==> src/rtl/tp84_rom_loader.sv <==
// tp84_rom_loader: routes HPS ioctl download bytes into six ROM regions,
// latches DIP switch bytes, and sequences the game core reset around a load.
module tp84_rom_loader #(
  parameter int ROM_BYTES   = 'h16800,
  parameter int HOLD_CYCLES = 16
) (
  input  logic        clk_49m,
  input  logic        reset,
  input  logic        ioctl_download,
  input  logic        ioctl_wr,
  input  logic [24:0] ioctl_addr,
  input  logic [7:0]  ioctl_data,
  input  logic [7:0]  ioctl_index,
  output logic [15:0] rom_addr,
  output logic [7:0]  rom_data,
  output logic [5:0]  rom_we,
  output logic [23:0] dip_sw,
  output logic        core_reset_n,
  output logic        load_done,
  output logic        load_err
);

  typedef enum logic [1:0] {
    IDLE = 2'd0,
    LOAD = 2'd1,
    HOLD = 2'd2,
    RUN  = 2'd3
  } state_t;

  localparam logic [24:0] ROM_END   = 25'(ROM_BYTES);
  localparam logic [15:0] HOLD_INIT = 16'(HOLD_CYCLES);
  localparam logic [7:0]  IDX_ROM   = 8'd0;
  localparam logic [7:0]  IDX_DIP   = 8'd254;

  state_t      state;
  state_t      state_next;
  logic        download_prev;
  logic [24:0] byte_cnt;
  logic        overflow;
  logic [15:0] hold_cnt;
  logic        rom_start;
  logic        dl_fall;
  logic        rom_wr;
  logic        in_range;
  logic        dip_wr;
  logic        load_ok;
  logic [2:0]  region;
  logic [15:0] region_base;

  // Only a rising download of a ROM transfer restarts the loader; other
  // transfer types (DIP etc.) leave the FSM alone.
  assign rom_start = ioctl_download && !download_prev && (ioctl_index == IDX_ROM);
  assign dl_fall   = !ioctl_download && download_prev;
  assign rom_wr    = ioctl_wr && ioctl_download && (ioctl_index == IDX_ROM) && (state == LOAD);
  assign in_range  = ioctl_addr < ROM_END;
  assign dip_wr    = ioctl_wr && (ioctl_index == IDX_DIP) && (ioctl_addr < 25'd3);
  assign load_ok   = (byte_cnt == ROM_END) && !overflow;

  // Region decode; only the low 16 bits of the base are kept because the
  // region-relative offset is truncated to 16 bits anyway.
  always_comb begin
    region      = 3'd5;
    region_base = 16'h6000;
    if (ioctl_addr < 25'h08000) begin
      region      = 3'd0;
      region_base = 16'h0000;
    end else if (ioctl_addr < 25'h0A000) begin
      region      = 3'd1;
      region_base = 16'h8000;
    end else if (ioctl_addr < 25'h0C000) begin
      region      = 3'd2;
      region_base = 16'hA000;
    end else if (ioctl_addr < 25'h0E000) begin
      region      = 3'd3;
      region_base = 16'hC000;
    end else if (ioctl_addr < 25'h16000) begin
      region      = 3'd4;
      region_base = 16'hE000;
    end
  end

  // Download edge detector; resets high so a download already in progress
  // at reset release is not mistaken for a new one.
  always_ff @(posedge clk_49m or negedge reset) begin
    if (!reset) begin
      download_prev <= 1'b1;
    end else begin
      download_prev <= ioctl_download;
    end
  end

  // FSM state register.
  always_ff @(posedge clk_49m or negedge reset) begin
    if (!reset) begin
      state <= IDLE;
    end else begin
      state <= state_next;
    end
  end

  // FSM next state and core reset output.
  always_comb begin
    state_next   = state;
    core_reset_n = 1'b0;
    case (state)
      IDLE, RUN: begin
        if (rom_start) state_next = LOAD;
      end
      LOAD: begin
        if (dl_fall) state_next = HOLD;
      end
      HOLD: begin
        if (rom_start) begin
          state_next = LOAD;
        end else if (hold_cnt <= 16'd1) begin
          state_next = RUN;
        end
      end
      default: state_next = IDLE;
    endcase
    if (state == RUN) core_reset_n = 1'b1;
  end

  // Byte counter, overflow flag, hold timer and load status.
  always_ff @(posedge clk_49m or negedge reset) begin
    if (!reset) begin
      byte_cnt  <= '0;
      overflow  <= 1'b0;
      hold_cnt  <= '0;
      load_done <= 1'b0;
      load_err  <= 1'b0;
    end else if (state_next == LOAD && state != LOAD) begin
      byte_cnt  <= '0;
      overflow  <= 1'b0;
      hold_cnt  <= '0;
      load_done <= 1'b0;
    end else if (state == LOAD) begin
      if (rom_wr) begin
        if (!in_range) begin
          overflow <= 1'b1;
        end else if (byte_cnt != '1) begin
          byte_cnt <= byte_cnt + 25'd1;
        end
      end
      if (state_next == HOLD) hold_cnt <= HOLD_INIT;
    end else if (state == HOLD) begin
      if (hold_cnt != 16'd0) hold_cnt <= hold_cnt - 16'd1;
      if (state_next == RUN) begin
        load_done <= load_ok;
        load_err  <= !load_ok;
      end
    end
  end

  // ROM write port: one-cycle strobe to the decoded region, in-range only.
  always_ff @(posedge clk_49m or negedge reset) begin
    if (!reset) begin
      rom_we   <= '0;
      rom_addr <= '0;
      rom_data <= '0;
    end else begin
      rom_we <= '0;
      if (rom_wr && in_range) begin
        rom_we   <= 6'b000001 << region;
        rom_addr <= ioctl_addr[15:0] - region_base;
        rom_data <= ioctl_data;
      end
    end
  end

  // DIP switch latch; bytes arrive active-low and are stored as delivered.
  always_ff @(posedge clk_49m or negedge reset) begin
    if (!reset) begin
      dip_sw <= 24'hFFFFFF;
    end else if (dip_wr) begin
      case (ioctl_addr[1:0])
        2'd0:    dip_sw[7:0]   <= ioctl_data;
        2'd1:    dip_sw[15:8]  <= ioctl_data;
        2'd2:    dip_sw[23:16] <= ioctl_data;
        default: dip_sw        <= dip_sw;
      endcase
    end
  end

endmodule

==> config.mk <==
export PLATFORM = sky130hd
export DESIGN_NAME = tp84_rom_loader
export DESIGN_NICKNAME = d
export VERILOG_FILES = /design/src/rtl/tp84_rom_loader.sv
export SDC_FILE = /design/constraint.sdc
export NUM_CORES = 1
export LEC_CHECK = 0
export ABC_AREA = 1
export CORE_MARGIN = 3
export CORE_UTILIZATION = 55
export CTS_CLUSTER_SIZE = 20
export DETAILED_ROUTE_END_ITERATION = 8
export GPL_ROUTABILITY_DRIVEN = 0
export PLACE_DENSITY = 0.83
export SYNTH_ARGS = -nofsm -noshare
export SYNTH_HDL_FRONTEND = slang
export SYNTH_SLANG_ARGS = --single-unit
==> constraint.sdc <==
create_clock -name clk_49m -period 3.9 [get_ports clk_49m]
set_clock_uncertainty 0.2 [all_clocks]
set_input_delay 0.585 -clock clk_49m [delete_from_list [all_inputs] [get_ports clk_49m]]
set_output_delay 0.585 -clock clk_49m [all_outputs]
set_load 0.1 [all_outputs]
Word-level counts from Yosys, hierarchy flattened
Index checks and enable logic that the tools add are counted.
{"block": "classes", "n_reduce_logical": 36, "shift": 1, "addsub": 3, "eq_ne": 15, "n_lt_le_gt_ge": 8, "bitwise_logic": 2, "mux": 35}
{"op": "$mux 16", "n": 10}
{"op": "$mux 25", "n": 5}
{"op": "$lt 25x16->1 const B", "n": 4}
{"op": "$lt 25x17->1 const B", "n": 2}
{"op": "$add 25x1->25 const B", "n": 1}
{"op": "$eq 25x17->1 const B", "n": 1}
{"op": "$lt 25x2->1 const B", "n": 1}
{"op": "$ne 25x25->1 const B", "n": 1}
{"op": "$le 16x1->1 const B", "n": 1}
{"op": "$reduce_bool 16->1", "n": 1}
{"op": "$sub 16x1->16 const B", "n": 1}
{"op": "$sub 16x16->16", "n": 1}
{"op": "$mux 3", "n": 4}
{"op": "$reduce_bool 2->1", "n": 6}
{"op": "$logic_and 1x1->1", "n": 11}
{"op": "$eq 2x2->1 const B", "n": 5}
{"op": "$mux 1", "n": 10}
{"op": "$reduce_and 3->1", "n": 3}
{"op": "$eq 8x8->1 const B", "n": 1}
{"op": "$logic_not 8->1", "n": 1}
{"op": "$mux 2", "n": 4}
{"op": "$reduce_and 4->1", "n": 2}
{"op": "$eq 2x1->1 const B", "n": 3}
{"op": "$mux 6", "n": 1}
{"op": "other kinds (11)", "n": 20}
{"block": "totals", "register_bits": 101}

Longest topological paths before layout
{"block": "logic_depth", "depth_word": 10, "depth_mapped": 15, "mapped_depth_nobuf": 14}

Worst setup path before layout
No wires, ideal clock.
{"block": "synth_timing", "path_kind": "input port to flip-flop", "from": "in ioctl_addr[21]", "to": "reg rom_addr[15]", "stages": 10, "path_buffers": 0, "arrival_ps": 2077, "path_slack_ps": 1545, "cell_sequence": "nor2_1 > nand2_1 > nor2_1 > nand2_1 > a21oi_1 > a21oi_1 > ha_1 > fa_1 > xor2_1 > a21oi_1"}
{"block": "synth_between", "elab_chain_cells": 7, "word_cells_on_any_way": 13}
{"element": "start, declared", "line_no": "11", "source": "input logic [24:0] ioctl_addr,"}
{"element": "$lt 25x17->1", "line_no": "76", "source": "end else if (ioctl_addr < 25'h16000) begin"}
{"element": "$mux 16", "line_no": "76"}
{"element": "$mux 16", "line_no": "73", "source": "end else if (ioctl_addr < 25'h0E000) begin"}
{"element": "$mux 16", "line_no": "70", "source": "end else if (ioctl_addr < 25'h0C000) begin"}
{"element": "$mux 16", "line_no": "67", "source": "end else if (ioctl_addr < 25'h0A000) begin"}
{"element": "$mux 16", "line_no": "64", "source": "if (ioctl_addr < 25'h08000) begin"}
{"element": "$sub 16x16->16", "line_no": "165", "source": "rom_addr <= ioctl_addr[15:0] - region_base;"}
{"element": "end signal, assigned", "line_no": "165"}
{"element": "end, declared", "line_no": "14", "source": "output logic [15:0] rom_addr,"}
Parallel ways exist; a longest one is shown, timed or not.
A chain may end at the register's enable or synchronous reset.

Final worst setup path
{"block": "layout_timing", "from": "reg state[1]", "to": "out core_reset_n"}
{"block": "layout_between", "elab_chain_cells": 2}
{"element": "start, declared", "line_no": "35", "source": "state_t state;"}
{"element": "start signal, assigned", "line_no": "97", "source": "state <= state_next;"}
{"element": "$eq 2x2->1", "line_no": "121", "source": "if (state == RUN) core_reset_n = 1'b1;"}
{"element": "$mux 1", "line_no": "121"}
{"element": "end, declared", "line_no": "18", "source": "output logic core_reset_n,"}
Every way passes these cells.

==> results.toml <==
[timing]
period_share_pct = 76.04
slew_viol_final = 0
worst_pin_slew_ps = 1033
finalSetupViolations = 0
hold_viol_final = 0
clock.fmax_mhz = 337.2
worst_slew_margin_rel_pct = 30.91
rsz0062_at_grt = "no"
fin_crit_ps = 2966
fin_tns_setup_ps = 0

[critical_path]
worstSetupPathType = "register to output pin"
crit_path_end = "core_reset_n"
critPathLaunch = "state[1]"
end_kind = "output pin"
slowest_stage = "clkdlybuf4s50_1"
rr_worst_depth = 10
worstPathArrival_ps = 2180
crit_fanout = 4
r2r-end = "hold_cnt[5]"
cp.required_ps = 3120
worstSetupStartpointType = "register"
slowest_delay_ps = 1160
r2r_start = "state[1]"
path_cells = "ha_1 > clkdlybuf4s50_1"
r2r_slack_ps = 1080

[yosys]
synth_top_area_cell = "dfrtp_1"
ys.flop_type = "dfrtp_1"
seq_area_frac_synth_pct = 45.40
ys_warn_count = 0
async_reset_ff_share_pct = 100.0
yosys-top-cells-area = "dfrtp_1 34%, nand2_1 14%, dfstp_2 12%"
synth-seq-cells = 101
synth.distinct_cells = 43
syn-num-nets = 806
syn_avg_cell_area_um2 = 7.504
syn-instance-count = 751
synth_top_area_share_pct = 33.75
synth_edf_count = 0
synthesis.area_mm2 = 0.005635

[power_and_ir_drop]
p_per_area_mw_per_mm2 = 401.4
p_leak_nw = 3.414
peakVddDrop_v = 0.0004098

[floorplan]
fp.dieH_um = 107.2
coreArea_mm2 = 0.009864
initial_core_util_pct = 57.13
fp.dieW_um = 107.2
dieArea_mm2 = 0.01150
fp-row-count = 36
ios = 102

[clocking]
numClockSinks = 101
cts_setup_buffers = 0
cts_resized = 0
postCtsHoldBufs = 0
cts_tree = "yes"
clockBufferDepth = 2
cts_max_level = 3
clk_root_buffer_cell = "clkbuf_8"
insertion_delay_ps = 400
cts_buffers = 9
clk_pin_slew_ps = 110

[drt]
drc = 0
initialDrtViolationCount = 325
wl_met2_um = 6972
drtAntennaViolNets = 0
dr.pass1.iters = 5
viasPerCell = 5.180
top_layer = "met4"
wl_met1_um = 5421
wirelength_um = 13630
wl_met3_um = 877
vias = 5118
detail_route.wl_per_cell_um = 13.80

[cells_and_area]
fin_nets = 905
antenna_cells = 0
layout_commonest_cell = "nand2_1"
final_cell_mix = "212 x nand2_1, 102 x inv_1, 100 x clkdlybuf4s50_1, 96 x nor2_1, 76 x dfrtp_1"
drive_gt1_share_pct = 9.942
area_growth_pct = 23.07
fin_area_mm2 = 0.006935

[job]
max_cap_violations = 0

[global_routing]
grt_pass1_vias = 5308
antenna_found_initial = 0
track_usage_pct = 25.83
grt_pass1_wl_um = 23770
grt_max_degree = 84
grt_overflow = 0

[run_status]
status = "completed"

[placement]
io_buffers = 101
placed_cell_area_mm2 = 0.006744
hpwl_um = 10300

[worst_hold_path]
hold_class = "primary input to async pin"
[cells by family (layout without fill, tap and decap cells)]
kind of cell    count (synthesis)  count (layout)  synth area share, %
compound gates                 81              81                8.104
buf+inv                       126             230                8.970
fa+ha+maj                      10              10                2.354
flops                         101             101                45.40
xor+xnor                       16              16                2.487
simple gates                  417             417                32.68
[cell type report]
cell class | count | area, um2
Fill cell | 772 | 2929
Multi-Input combinational cell | 524 | 2571
Sequential cell | 101 | 2559
Timing Repair Buffer | 105 | 1039
Inverter | 109 | 409.1
Tap cell | 133 | 166.4
Clock buffer | 9 | 123.9
Clock inverter | 7 | 67.56
[sequential cells by signal (all words and copies together), names as in the netlist]
| register | count |
|---|---|
| byte_cnt | 25 |
| dip_sw | 24 |
| download_prev | 1 |
| hold_cnt | 16 |
| load_done | 1 |
| load_err | 1 |
| overflow | 1 |
| rom_addr | 16 |
| rom_data | 8 |
| rom_we | 6 |
| state | 2 |
[Yosys cell counts, types with 7 or more instances]
cell / count
a21oi_1: 15
dfrtp_1: 76
dfstp_2: 25
ha_1: 9
inv_1: 102
nand2_1: 212
nand3_1: 48
nand4_1: 10
nor2_1: 96
nor2_2: 8
nor3_1: 11
nor4_1: 9
o21ai_0: 50
o21ai_1: 7
xor2_1: 14
[stage by stage]
step	utilization (%)	power, mW	hold slack [ps]	setup WS, ps	instances
floorplan	-	1.928	89.41	1545	751
global placement	68.37	2.098	262.4	893.7	972
detailed placement	68.37	2.139	268.0	772.7	972
CTS	70.31	2.800	193.9	930.1	988
global route	70.31	3.000	209.9	866.7	988
finish	70.31	2.784	166.2	934.4	988
[worst max-delay path: cells and delay by family, from the launching register on]
kind | cells | cell delay, ps
adder cells (fa/ha/maj) | 1 | 190
flip-flops | 1 | 430
buffers and inverters | 1 | 1160
[per-layer routing]
layer | vias up | GRT usage, %
li1 | 2551 | -
met1 | 2388 | 29.84
met2 | 150 | 45.22
met3 | 29 | 7.405
met4 | 0 | 9.772
met5 | - | 0
[worst min path at each step]
| stage | start | to | slack, ps | cells after the start |
|---|---|---|---|---|
| floorplan | reset | byte_cnt[0] | 90 | 0 |
| global placement | dip_sw[1] | dip_sw[1] | 260 | 2 |
| detailed placement | rom_addr[4] | rom_addr[4] | 270 | 2 |
| CTS | reset | rom_addr[4] | 190 | 1 |
| global route | reset | rom_addr[12] | 210 | 1 |
| finish | reset | rom_addr[12] | 170 | 1 |
[report_power, final]
part	leakage, nW	total [mW]	internal [mW]	switching (mW)
Clock	0.0993	0.650	0.249	0.402
Combinational	2.01	0.904	0.350	0.554
Sequential	1.30	1.23	1.13	0.0992
Note: power is estimated with default switching activity, not from simulation.
